File: config.mk
export PLATFORM = sky130hd
export DESIGN_NAME = sled_scan_counter
export DESIGN_NICKNAME = d
export VERILOG_FILES = /design/src/rtl/sled_scan_counter.sv
export SDC_FILE = /design/constraint.sdc
export NUM_CORES = 1
export LEC_CHECK = 0
export ABC_AREA = 1
export ABC_CLOCK_PERIOD_IN_PS = 1820
export BUFFER_PORTS_ARGS = -buffer_cell sky130_fd_sc_hd__buf_2
export CAP_MARGIN = 10
export CORE_ASPECT_RATIO = 0.6
export CORE_MARGIN = 3
export CORE_UTILIZATION = 30
export CTS_BUF_LIST = sky130_fd_sc_hd__clkbuf_2 sky130_fd_sc_hd__clkbuf_4 sky130_fd_sc_hd__clkbuf_8
export DETAILED_ROUTE_END_ITERATION = 16
export PLACE_DENSITY = 0.55
export SLEW_MARGIN = 10
export SYNTH_ARGS = -nofsm -noshare
export SYNTH_HDL_FRONTEND = slang
export SYNTH_SLANG_ARGS = --single-unit
File: constraint.sdc
create_clock -name clock -period 1.82 [get_ports clock]
set_input_delay 0.182 -clock clock [delete_from_list [all_inputs] [get_ports clock]]
set_output_delay 0.182 -clock clock [all_outputs]
set_load 0.02 [all_outputs]
File: src/rtl/sled_scan_counter.sv
// sled_scan_counter
// Hex up/down counter driving a multiplexed, common-anode 7-segment display.
// A prescaler turns the board clock into count steps. A separate free-running
// scan counter selects one digit at a time, so each digit can show its own nibble.
//
// Ports
//   clock      : system clock, every flop updates on its rising edge
//   reset      : synchronous, active-high
//   enable     : 1 runs the count prescaler; 0 pauses counting (scanning keeps going)
//   up_down    : 1 counts up, 0 counts down
//   load       : single-cycle strobe that copies load_value into the counter
//   load_value : parallel load data, 4*NUM_DIGITS bits
//   blank_lz   : 1 blanks leading zero digits (digit 0 is always shown)
//   dp_mask    : bit i lights the decimal point of digit i
//   segs       : {dp,g,f,e,d,c,b,a}, active-low, registered
//   digs       : digit selects, active-low, registered; digit 0 is the least significant nibble
//   value      : current count, registered
//   wrap       : single-cycle pulse when the count wraps around
module sled_scan_counter #(
   parameter int NUM_DIGITS = 4,
   parameter int TICK_DIV   = 50_000_000,
   parameter int SCAN_DIV   = 50_000
) (
   input  logic                      clock,
   input  logic                      reset,
   input  logic                      enable,
   input  logic                      up_down,
   input  logic                      load,
   input  logic [4*NUM_DIGITS-1:0]   load_value,
   input  logic                      blank_lz,
   input  logic [NUM_DIGITS-1:0]     dp_mask,
   output logic [7:0]                segs,
   output logic [NUM_DIGITS-1:0]     digs,
   output logic [4*NUM_DIGITS-1:0]   value,
   output logic                      wrap
);

   localparam int VW = 4 * NUM_DIGITS;
   localparam int PW = $clog2(TICK_DIV);
   localparam int SW = $clog2(SCAN_DIV);
   localparam int IW = (NUM_DIGITS > 1) ? $clog2(NUM_DIGITS) : 1;

   localparam logic [PW-1:0] PRESC_LAST = PW'(TICK_DIV - 1);
   localparam logic [SW-1:0] SCAN_LAST  = SW'(SCAN_DIV - 1);
   localparam logic [IW-1:0] IDX_LAST   = IW'(NUM_DIGITS - 1);

   logic [PW-1:0]         presc_q, presc_d;
   logic [SW-1:0]         scan_q, scan_d;
   logic [IW-1:0]         idx_q, idx_d;
   logic [VW-1:0]         value_q, value_d;
   logic                  wrap_q, wrap_d;
   logic [7:0]            segs_q, segs_d;
   logic [NUM_DIGITS-1:0] digs_q, digs_d;

   logic                  tick;
   logic                  scan_last;
   logic [3:0]            nibble;
   logic                  upper_zero;
   logic                  blanked;
   logic [7:0]            glyph;

   // Active-low segment pattern for one hex nibble, decimal point off.
   function automatic logic [7:0] decode(input logic [3:0] n);
      logic [7:0] s;
      case (n)
         4'h0: s = 8'hC0;
         4'h1: s = 8'hF9;
         4'h2: s = 8'hA4;
         4'h3: s = 8'hB0;
         4'h4: s = 8'h99;
         4'h5: s = 8'h92;
         4'h6: s = 8'h82;
         4'h7: s = 8'hF8;
         4'h8: s = 8'h80;
         4'h9: s = 8'h90;
         4'hA: s = 8'h88;
         4'hB: s = 8'h83;
         4'hC: s = 8'hC6;
         4'hD: s = 8'hA1;
         4'hE: s = 8'h86;
         default: s = 8'h8E;
      endcase
      return s;
   endfunction

   // Prescaler and counter. Load beats everything except reset, and it also
   // restarts the prescaler so the next step is a full period away.
   always_comb begin
      tick    = enable && (presc_q == PRESC_LAST);
      presc_d = presc_q;
      value_d = value_q;
      wrap_d  = 1'b0;
      if (load) begin
         value_d = load_value;
         presc_d = '0;
      end else if (enable) begin
         presc_d = tick ? '0 : presc_q + PW'(1);
         if (tick) begin
            if (up_down) begin
               value_d = value_q + VW'(1);
               wrap_d  = (value_q == {VW{1'b1}});
            end else begin
               value_d = value_q - VW'(1);
               wrap_d  = (value_q == '0);
            end
         end
      end
   end

   // Digit scanning. The cycle in which the index steps is a dead cycle with
   // everything dark, so the old digit's segments never flash on the new digit.
   always_comb begin
      scan_last = (scan_q == SCAN_LAST);
      scan_d    = scan_last ? '0 : scan_q + SW'(1);
      idx_d     = idx_q;
      if (scan_last) begin
         idx_d = (idx_q == IDX_LAST) ? '0 : idx_q + IW'(1);
      end

      nibble     = value_q[4*int'(idx_q) +: 4];
      upper_zero = 1'b1;
      for (int j = 0; j < NUM_DIGITS; j++) begin
         if ((j >= int'(idx_q)) && (value_q[4*j +: 4] != 4'h0)) begin
            upper_zero = 1'b0;
         end
      end
      blanked = blank_lz && (idx_q != '0) && upper_zero;

      glyph = decode(nibble);
      if (dp_mask[idx_q]) begin
         glyph[7] = 1'b0;
      end
      if (blanked) begin
         glyph = 8'hFF;
      end

      if (scan_last) begin
         segs_d = 8'hFF;
         digs_d = {NUM_DIGITS{1'b1}};
      end else begin
         segs_d = glyph;
         digs_d = ~(NUM_DIGITS'(1) << idx_q);
      end
   end

   always_ff @(posedge clock) begin
      if (reset) begin
         presc_q <= '0;
         scan_q  <= '0;
         idx_q   <= '0;
         value_q <= '0;
         wrap_q  <= 1'b0;
         segs_q  <= 8'hFF;
         digs_q  <= {NUM_DIGITS{1'b1}};
      end else begin
         presc_q <= presc_d;
         scan_q  <= scan_d;
         idx_q   <= idx_d;
         value_q <= value_d;
         wrap_q  <= wrap_d;
         segs_q  <= segs_d;
         digs_q  <= digs_d;
      end
   end

   assign segs  = segs_q;
   assign digs  = digs_q;
   assign value = value_q;
   assign wrap  = wrap_q;

endmodule

After elaboration in Yosys (flattened, before gate mapping)
Memories as Yosys holds them, arrays and structs flattened. A register that Yosys moved wholly into a read port is not among the register bits.
Index checks and enable logic that the tools add are counted.
- bits in read-only memories: 112
- register bits: 73
- word-level logic and storage cells: 59
- output and inout port bits: 29
- memories: 1
- input bits: 26
- muxes and demuxes: 14
- reductions and logical operators: 19
- equality and inequality tests: 4
- add/subtract/negate cells: 5
- order comparisons: 4
- bitwise gates (word level): 3
- shift-type cells: 2
- memories (memory ; depth ; width ; rd ports ; clocked after Yosys merged registers in ; write ports ; RTL line ; text):
    (no name shown) ; 16 ; 7 ; 1 ; 1 ; 0 ; 65 ; case (n)
- operator list (kind ; count):
    16-bit two-way mux ; 4
    16-bit by 1-bit adder with 16-bit output (second input constant) ; 2
    16-bit == test (second input constant) ; 2
    26-bit by 1-bit adder with 26-bit output (second input constant) ; 1
    26-bit == test (second input constant) ; 1
    26-bit two-way mux ; 1
    16-bit logical NOT ; 1
    4-bit nonzero test ; 4
    16-bit by 5-bit variable part select with 4-bit output ; 1
    16-bit by 1-bit subtractor with 16-bit output (second input constant) ; 1
    1-bit two-way mux ; 7
    1-bit logical AND ; 6
    2-bit nonzero test ; 3
    1-bit by 2-bit >= comparator with 1-bit output (first input constant) ; 2
    4-bit inverter ; 1
    2-bit OR reduction ; 2
    4-bit OR reduction ; 1
    1-bit by 2-bit << shifter with 4-bit output (first input constant) ; 1
    2-bit by 3-bit < comparator with 1-bit output (second input constant) ; 1
    3-bit OR reduction ; 1
    2-bit by 1-bit adder with 2-bit output (second input constant) ; 1
    1-bit binary-select mux with 2-bit select ; 1
    2-bit == test (second input constant) ; 1
    2-bit >= comparator (first input constant) ; 1
    3 further kinds ; 4

Depth between registers and ports, before layout
Gate-level depths: netlist of run 1.
- word-level depth: 8
- gate-level depth with buffers: 13
- gate-level depth less buffers: 13

Worst setup path after synthesis of run 1
No wires, ideal clock.
- path kind: register to register
- from: reg value_q[2] (netlist: value[2])
- to: reg value_q[3] (netlist: value[3])
- path buffers: 0
- arrival time: 1718 ps
- stages on the path, launching flop included: 9
- data required time: 1687 ps
- library setup time: 133 ps
- clock period less this slack: 1852 ps
- setup slack: -32 ps
- cell sequence: dfxtp_1 ha_1 or2_2 and2_1 or2_2 nand3_1 nand2_1 nand2_2 a21oi_2
- cells in the longest elaborated chain, start to end: 5
- elaborated cells between the ends (all ways): 6
- classes of those cells: add/sub: 2; mux: 4
- RTL lines (element ; RTL line ; text):
    start, declared ; 50 ; logic [VW-1:0] value_q, value_d;
    start signal, assigned ; 159 ; value_q <= value_d;
    16-bit by 1-bit subtractor with 16-bit output / 16-bit by 1-bit adder with 16-bit output (equally long branches) ; 103, 100 ;
    16-bit two-way mux (*) ; 99 ; if (up_down) begin
    16-bit two-way mux (*) ; 98 ; if (tick) begin
    16-bit two-way mux (*) ; 96 ; end else if (enable) begin
    16-bit two-way mux (*) ; 93 ; if (load) begin
Mark *: on every way between the ends. The rest lies on a longest branch, timed or not. The select of a mux whose other input is x is not followed.
A chain may end at the register's enable or synchronous reset.

Final worst setup path of run 1
- from: reg presc_q[1]
- to: reg presc_q[23]
- cells in the longest elaborated chain, start to end: 3
- elaborated cells between the ends (all ways): 4
- classes of those cells: add/sub: 1; eq/ne: 1; mux: 1; reduce/logical: 1
- RTL lines (element ; RTL line ; text):
    start, declared ; 47 ; logic [PW-1:0] presc_q, presc_d;
    start signal, assigned ; 156 ; presc_q <= presc_d;
    parallel branches: the longest is 2 deep, another holds 26-bit by 1-bit adder with 26-bit output ; - ;
    26-bit two-way mux (*) ; 97 ; presc_d = tick ? '0 : presc_q + PW'(1);
Every way passes the cells marked *.

==> results.json, run 1 <==
{
  "synthesis.nets": 828,
  "rsz0062_at_grt": "yes",
  "port_buffers": 54,
  "drive_gt1_frac": 0.232,
  "synth_enable_flop_cells": 0,
  "drc": 0,
  "htreeDepth": 3,
  "end_kind": "flip-flop",
  "dp_slack_ns": -0.0759,
  "crit_required_ns": 2.11,
  "worstMarginPinSlew_ns": 0.464,
  "clk_path_buf_depth": 2,
  "synth_area_um2": 4970,
  "dp_cells": 1081,
  "final_area_um2": 6280,
  "syn_to_final_growth_pct": 26.3,
  "ys_ff_latch": 73,
  "yosysUniqueCellTypes": 46,
  "fin_skew_ns": 0.0157,
  "cap_viol_max_count": 0,
  "placed_cell_area_um2": 5910,
  "max_stage_delay_ns": 0.36,
  "ioPinCount": 55,
  "root_buffer": "clkbuf_8",
  "yosysSeqAreaShare": 0.294,
  "p_leak_nw": 2.79,
  "wl_met1_um": 8040,
  "dr_wl_met2_um": 5370,
  "power_mw": 3.84,
  "syn_area_per_cell_um2": 6.42,
  "cts_tree": "yes",
  "core_um2": 15800,
  "critPathMaxFanout": 4,
  "rrSetupSlack_ns": 0.08,
  "place.gp.congestion": 0.889,
  "multiInputGateArea_um2": 3120,
  "fin_util": 0.398,
  "cts_made_buffers": 9,
  "diodes": 0,
  "yosys_most_used_dff": "dfxtp_1",
  "finalCritPeriodShare": 0.956,
  "path_class": "reg2reg",
  "clk_pin_slew_ns": 0.08,
  "fin_ws_ns": 0.0792,
  "fin_hold_ws_ns": 0.118,
  "ir_worst_vdd_mv": 0.254,
  "worst-endpoint-arrival_ns": 2.03,
  "wl_per_cell_um": 13.0,
  "setup_viol": 0,
  "dieArea_um2": 18200,
  "grt_pass1_vias": 4633,
  "hold_viol": 0,
  "critical_path.cell_chain": "buf_4 -> nand3_1 -> nor3_1 -> nand4_1 -> nor2_1 -> o21ai_2 -> a21oi_1",
  "yosys_warnings": 0,
  "initial_core_util": 0.315,
  "synthArstFlopShare": 0,
  "clock-sinks": 73,
  "outcome": "completed",
  "seq_area_um2": 1470,
  "dr.pass1.iters": 5,
  "ctsHoldBuffers": 0,
  "clk_latency_ns": 0.36,
  "nFillCells": 1710,
  "clock.fmax_mhz": 574,
  "final.min_clock_period_ns": 1.74,
  "grt_pass1_wl_um": 23600,
  "slew_headroom": 0.690,
  "drtAntennaViolNets": 0,
  "finalSetupTns_ns": 0,
  "fin_cells": 1103,
  "vias": 5109,
  "fin_nets": 949,
  "start_kind": "flip-flop",
  "dr_wl_met3_um": 805,
  "synthCells": 774,
  "drv_slew": 0,
  "drt_iter0_markers": 382,
  "dp_hpwl_um": 11400,
  "die_width_um": 172,
  "cpMaxStageDelayCell": "dfxtp_2",
  "wl_um": 14300,
  "grt_max_degree": 21,
  "grt_antenna_before_repair": 0,
  "overflow": 0,
  "p_per_area_nw_per_um2": 611,
  "top_layer": "met4",
  "row_count": 35,
  "via_per_inst": 4.63,
  "hold_class": "in2reg",
  "grt_usage": 0.162,
  "die_h_um": 106
}
-- repair_timing --
action,CTS,global route
gates resized for setup,0,28
setup endpoints to repair,0,17
setup buffers,0,6
-- where the power goes --
group | total (mW) | internal (mW) | switching (mW)
Clock | 1.38 | 0.724 | 0.655
Sequential | 1.69 | 1.65 | 0.0393
Combinational | 0.773 | 0.317 | 0.456
Total | 3.84 | 2.69 | 1.15
-- critical path, delay by kind of cell (launching register included) --
family	cells	cell delay [ns]
and+or+nand+nor	4	1.03
DFF	1	0.36
buffers and inverters	1	0.12
AOI/OAI and AO/OA	2	0.17
-- layout by cell type, fill, tap and decap left out, types with 10 or more instances in the layout --
cell | Yosys | final
o21ai_0 | 21 | 21
ha_1 | 27 | 24
dfxtp_1 | 73 | 63
clkbuf_8 | 0 | 11
nor2_1 | 104 | 101
nand3_1 | 65 | 65
nand4_1 | 22 | 22
nand2_1 | 206 | 205
nor3_1 | 14 | 14
buf_2 | 5 | 54
a21oi_1 | 44 | 41
buf_4 | 2 | 67
dfxtp_2 | 0 | 10
inv_1 | 100 | 96
-- worst paths after layout --
kind,cells after the start,end,start
max reg2reg,7,presc_q[23],presc_q[1]
min reg2reg,1,scan_q[0],scan_q[0]
max,7,presc_q[23],presc_q[1]
min,4,segs[7],dp_mask[1]
-- cell type report --
class | instances | area share
multi-input cells | 583 | 0.497
flip-flops and latches | 73 | 0.235
repair buffers | 123 | 0.130
inverters | 105 | 0.0650
well taps | 203 | 0.0405
clock buffers | 12 | 0.0253
clock inverters | 4 | 0.00817
-- synth_stat cells (2+ instances only) --
library cell | number | area (µm²)
o21ai_0 | 21 | 105
nor3b_1 | 3 | 22.5
or2_2 | 3 | 18.8
nor2_4 | 3 | 33.8
a21oi_1 | 44 | 220
dfxtp_1 | 73 | 1460
inv_2 | 2 | 7.51
inv_1 | 100 | 375
a21oi_2 | 5 | 43.8
nand2_2 | 8 | 50.1
xnor2_1 | 7 | 61.3
nand3b_1 | 5 | 37.5
o21ai_2 | 9 | 78.8
nor2_2 | 4 | 25.0
nor4_1 | 4 | 25.0
buf_4 | 2 | 15.0
nand2_1 | 206 | 773
buf_2 | 5 | 25.0
o22ai_1 | 2 | 12.5
a211oi_1 | 2 | 15.0
nor2_1 | 104 | 390
nand4_1 | 22 | 138
xor2_1 | 7 | 61.3
nor3_1 | 14 | 70.1
and2_1 | 3 | 18.8
nand3_1 | 65 | 325
ha_1 | 27 | 338
clkbuf_1 | 4 | 15.0
nor3_2 | 3 | 30.0
-- state kept, by name, summed over array words and instances (netlist names) --
register / count
segs: 8
digs: 4
wrap: 1
value: 16
scan_q: 16
presc_q: 26
idx_q: 2
-- per-layer routing --
metal  global-route usage  vias up
met1                0.259     2251
met3               0.0349        9
met2                0.218      112
li1                     -     2737
met4               0.0273        0
met5                    0        -
-- cells by family after synthesis --
family,share of synthesized area
simple gates,0.413
buf+inv,0.0949
flops,0.294
compound gates,0.102
fa+ha+maj,0.0720
xor+xnor,0.0247
Note: power is estimated with default switching activity, not from simulation.
==> inputs of run 2 (changes only) <==
--- a/config.mk
+++ b/config.mk
@@ -15,6 +15,7 @@
 export CTS_BUF_LIST = sky130_fd_sc_hd__clkbuf_2 sky130_fd_sc_hd__clkbuf_4 sky130_fd_sc_hd__clkbuf_8
 export DETAILED_ROUTE_END_ITERATION = 16
 export PLACE_DENSITY = 0.55
+export SETUP_SLACK_MARGIN = 0.1
 export SLEW_MARGIN = 10
 export SYNTH_ARGS = -nofsm -noshare
 export SYNTH_HDL_FRONTEND = slang
==> run 2 against run 1 <==
  * Via count up 3.7%
  * Cell count up 1.9%
  * Clock-buffer cell count down 1
  * Global-route usage down 0.22 points
  * Routed wire length up 5.0%
  * Sequential power about the same
  * Worst hold slack better by 0.019 ns
  * First-iteration DRC count up 23%
  * Clock skew up 0.0010 ns
  * Critical path depth up 1
==> results.json, run 2 (synthesis gave the netlist of run 1 again) <==
{
  "worst-endpoint-arrival_ns": 1.91,
  "multiInputGateArea_um2": 3220,
  "core_um2": 15800,
  "die_h_um": 106,
  "drt_iter0_markers": 469,
  "overflow": 0,
  "fin_hold_ws_ns": 0.137,
  "slew_headroom": 0.664,
  "grt_max_degree": 17,
  "regMostFlops": "presc_q",
  "grt_usage": 0.160,
  "fin_skew_ns": 0.0167,
  "grt_antenna_before_repair": 0,
  "dp_hpwl_um": 11500,
  "clk_path_buf_depth": 2,
  "finalCritPeriodShare": 0.913,
  "critical_path.cell_chain": "ha_4 -> or2_4 -> and2_1 -> or2_2 -> nand3_1 -> nand2_1 -> nand2_2 -> a21oi_2",
  "final_cell_mix": "nand2_1 (197), nor2_1 (98), inv_1 (93)",
  "htreeDepth": 3,
  "vias": 5300,
  "cts_made_buffers": 9,
  "power_mw": 4.12,
  "clk_pin_slew_ns": 0.09,
  "fin_nets": 970,
  "fin_ws_ns": 0.158,
  "diodes": 0,
  "dp_cells": 1083,
  "hold_viol": 0,
  "critPathMaxFanout": 4,
  "largest_reg_flops": 26,
  "ir_worst_vdd_mv": 0.356,
  "die_width_um": 172,
  "wl_um": 15000,
  "syn_to_final_growth_pct": 32.5,
  "setup_viol": 0,
  "p_per_area_nw_per_um2": 625,
  "dr.pass1.iters": 5,
  "drive_gt1_frac": 0.286,
  "grt_pass1_vias": 4535,
  "dieArea_um2": 18200,
  "row_count": 35,
  "clock-sinks": 73,
  "end_kind": "flip-flop",
  "rsz0062_at_grt": "yes",
  "final.min_clock_period_ns": 1.66,
  "root_buffer": "clkbuf_8",
  "worstMarginPinSlew_ns": 0.504,
  "outcome": "completed",
  "clock.fmax_mhz": 602,
  "crit_required_ns": 2.06,
  "hold_class": "in2reg",
  "wl_per_cell_um": 13.4,
  "place.gp.congestion": 0.870,
  "clk_latency_ns": 0.36,
  "max_stage_delay_ns": 0.37,
  "fin_cells": 1124,
  "path_class": "reg2reg",
  "finalSetupTns_ns": 0,
  "drc": 0,
  "layout_commonest_cell": "nand2_1",
  "cap_viol_max_count": 0,
  "p_leak_nw": 2.92,
  "grt_pass1_wl_um": 23300,
  "drv_slew": 0,
  "drtAntennaViolNets": 0,
  "cts_tree": "yes",
  "start_kind": "flip-flop",
  "ioPinCount": 55,
  "seq_area_um2": 1490,
  "cpMaxStageDelayCell": "dfxtp_4",
  "initial_core_util": 0.315,
  "dp_slack_ns": -0.107,
  "via_per_inst": 4.72,
  "port_buffers": 54,
  "nFillCells": 1694
}
==> run 2: cell types whose count changed in the layout (fill, tap and decap cells not counted), sizes merged <==
cell	before	now
nand2	216	217
bufinv	1	3
buf	123	142
clkbuf	12	11
nor2	112	113
inv	103	102
==> run 2: area by class of cell <==
| cell class | count | share of cell area |
|---|---|---|
| clock buffers | 11 | 0.0220 |
| clock inverters | 5 | 0.0156 |
| inverters | 105 | 0.0620 |
| multi-input cells | 585 | 0.490 |
| flip-flops and latches | 73 | 0.227 |
| well taps | 203 | 0.0386 |
| repair buffers | 142 | 0.145 |
==> run 2: timing repair <==
action                                  4_1_cts  5_1_grt
pin swaps                                     2       18
hold buffers                                  0        0
gates resized for setup                       4       67
endpoints found under the setup margin       12       57
gates cloned                                  0        2
setup buffers                                 4       19
endpoints found under the hold margin         0        0
==> run 2: per-layer routing <==
metal	vias to the layer above	routed length [µm]	GRT usage
met4	0	111	0.0245
met1	2343	8280	0.261
met5	-	0	0
met2	157	5580	0.210
met3	10	1040	0.0352
li1	2790	-	-
==> run 2: worst max-delay path, delay by kind of cell (launching register included) <==
family	cells	cell delay [ns]
compound gates	1	0.04
fa+ha+maj	1	0.26
flops	1	0.37
simple gates	6	0.88
==> run 2: final timing paths <==
| check | startpoint | end | slack [ns] | cells past startpoint |
|---|---|---|---|---|
| worst max-delay path | value[2] | value[3] | 0.16 | 8 |
| worst min-delay path | dp_mask[1] | segs[7] | 0.14 | 4 |
| worst max register to register | value[2] | value[3] | 0.16 | 8 |
| worst min register to register | scan_q[0] | scan_q[0] | 0.42 | 1 |
==> run 2: per-stage QoR <==
step	instance area, µm²	util
after global routing	6580	0.418
after floorplan	4990	-
final	6580	0.418
after CTS	6230	0.395
after detailed placement	5940	0.377
after global placement	5940	0.377
==> run 2: power by group <==
part / total [mW] / leakage [nW] / switching (mW) / internal, mW
registers: 1.68 / 0.604 / 0.0389 / 1.64
logic: 0.832 / 2.19 / 0.492 / 0.340
clock network: 1.60 / 0.123 / 0.641 / 0.962
total: 4.12 / 2.92 / 1.17 / 2.95
==> inputs of run 3 (changes only) <==
--- a/config.mk
+++ b/config.mk
@@ -10,7 +10,7 @@
 export BUFFER_PORTS_ARGS = -buffer_cell sky130_fd_sc_hd__buf_2
 export CAP_MARGIN = 10
 export CORE_ASPECT_RATIO = 0.6
-export CORE_MARGIN = 3
+export CORE_MARGIN = 8
 export CORE_UTILIZATION = 30
 export CTS_BUF_LIST = sky130_fd_sc_hd__clkbuf_2 sky130_fd_sc_hd__clkbuf_4 sky130_fd_sc_hd__clkbuf_8
 export DETAILED_ROUTE_END_ITERATION = 16
==> run 3 against run 2 <==
  * Clock skew shrank 0.0036 ns
  * Power decreased by 6.1%
  * Cell count decreased by 0.44%
  * Sequential cell count unchanged
  * Critical endpoint unchanged
  * Largest cell class unchanged
  * Highest routed layer unchanged
==> results.json, run 3 (synthesis gave the netlist of run 1 again) <==
{
  "slew_headroom": 0.620,
  "seqPwrFrac": 0.436,
  "hp-start": "dp_mask[1]",
  "setup_viol": 0,
  "fin_cells": 1119,
  "rr_endpoint": "value[3]",
  "overflow": 0,
  "drc": 0,
  "ir_worst_vdd_mv": 0.249,
  "dieArea_um2": 21100,
  "final_cell_mix": "nand2_1 (197), nor2_1 (97), inv_1 (96)",
  "grt_pass1_vias": 4690,
  "fin_nets": 959,
  "p_switching_mw": 1.15,
  "regMostFlops": "presc_q",
  "clock.fmax_mhz": 597,
  "dr.pass1.iters": 5,
  "p_int_mw": 2.71,
  "grt_usage": 0.142,
  "path_class": "reg2reg",
  "cts_tree": "yes",
  "p_leak_nw": 2.86,
  "clock-sinks": 73,
  "crit_required_ns": 2.05,
  "end_kind": "flip-flop",
  "layout_commonest_cell": "nand2_1",
  "path_delay_family": "simple AND/OR/NAND/NOR gates",
  "largest_reg_flops": 26,
  "wl_per_cell_um": 13.2,
  "critPathBufInv": 0,
  "initial_core_util": 0.306,
  "multiInputGateArea_um2": 3200,
  "place.gp.congestion": 0.885,
  "grt_max_degree": 17,
  "wl_um": 14800,
  "r2r_cells": 8,
  "clk_path_buf_depth": 2,
  "cts_made_buffers": 9,
  "fin_ws_ns": 0.145,
  "crit_path_frequent_cell": "or2_2",
  "worstMarginPinSlew_ns": 0.565,
  "cap_viol_max_count": 0,
  "ioPinCount": 55,
  "worst-path-stages": 8,
  "power_mw": 3.86,
  "drive_gt1_frac": 0.273,
  "ctsHoldBuffers": 0,
  "dp_cells": 1084,
  "die_h_um": 116,
  "drt_iter0_markers": 416,
  "clk_latency_ns": 0.35,
  "share_comb_of_total_power": 0.207,
  "endpoint": "value[3]",
  "worst-endpoint-arrival_ns": 1.91,
  "finalSetupTns_ns": 0,
  "finalCritPeriodShare": 0.920,
  "core_um2": 16200,
  "p_clk_frac": 0.358,
  "root_buffer": "clkbuf_8",
  "die_width_um": 182,
  "vias": 5211,
  "diodes": 0,
  "start_kind": "flip-flop",
  "startpoint": "value[2]",
  "syn_to_final_growth_pct": 29.8,
  "outcome": "completed",
  "dp_hpwl_um": 11500,
  "via_per_inst": 4.66,
  "rrSetupSlack_ns": 0.15,
  "grt_antenna_before_repair": 0,
  "max_stage_delay_ns": 0.34,
  "dp_slack_ns": -0.0747,
  "drtAntennaViolNets": 0,
  "critical_path.cell_chain": "ha_4 -> or2_2 -> and2_1 -> or2_2 -> nand3_1 -> nand2_1 -> nand2_2 -> a21oi_2",
  "r2r-start": "value[2]",
  "cpMaxStageDelayCell": "dfxtp_2",
  "htreeDepth": 3,
  "switching_share": 0.298,
  "row_count": 36,
  "hold_class": "in2reg",
  "drv_slew": 0,
  "final.min_clock_period_ns": 1.67,
  "holdPathStages": 4,
  "clk_pin_slew_ns": 0.08,
  "hold_viol": 0,
  "port_buffers": 54,
  "seq_area_um2": 1490,
  "rsz0062_at_grt": "yes",
  "nFillCells": 1732,
  "grt_pass1_wl_um": 24300,
  "critPathMaxFanout": 3,
  "fin_skew_ns": 0.0131,
  "p_per_area_nw_per_um2": 599
}
## run 3: worst min path at each step
stage / end
floorplan: wrap
global placement: scan_q[0]
detailed placement: scan_q[0]
CTS: segs[7]
global route: segs[7]
finish: segs[7]
## run 3: power by group through the flow
stage / Sequential [mW] / Combinational [mW] / Clock [mW]
detailed placement: 1.72 / 0.741 / 0
global route: 1.69 / 0.897 / 1.51
floorplan: 1.77 / 0.413 / 0
global placement: 1.72 / 0.744 / 0
CTS: 1.68 / 0.752 / 1.42
finish: 1.68 / 0.799 / 1.38
## run 3: stage by stage
step	instance area (µm²)	utilization	hold WS, ns
2_1_floorplan	4990	-	0.348
3_3_place_gp	5900	0.364	0.434
3_5_place_dp	5900	0.364	0.438
4_1_cts	6190	0.381	0.119
5_1_grt	6450	0.398	0.144
6_report	6450	0.398	0.128
## run 3: timing repair
item,4_1_cts,5_1_grt
cloned,0,1
gates resized for setup,7,60
setup buffers,7,11
setup endpoints to repair,10,49
pin swaps,3,13
## run 3: area by class of cell
class	count	share of cell area
multi-input combinational	584	0.495
sequential	73	0.232
timing repair buffer	132	0.136
inverter	105	0.0628
tap	209	0.0405
clock buffer	12	0.0256
clock inverter	4	0.00776
## run 3: tightest hold or removal path, delay by kind of cell
| kind | cells | cell delay (ns) |
|---|---|---|
| AND/OR/NAND/NOR | 2 | 0.11 |
| AO/OA/AOI/OAI | 1 | 0.05 |
| buffers and inverters | 1 | 0.10 |
## run 3: routing by layer
layer | vias up | wire [µm] | GRT usage
met5 | - | 0 | 0
met4 | 0 | 127 | 0.0321
met3 | 8 | 1070 | 0.0354
met2 | 141 | 5580 | 0.196
met1 | 2301 | 8000 | 0.214
li1 | 2761 | - | -
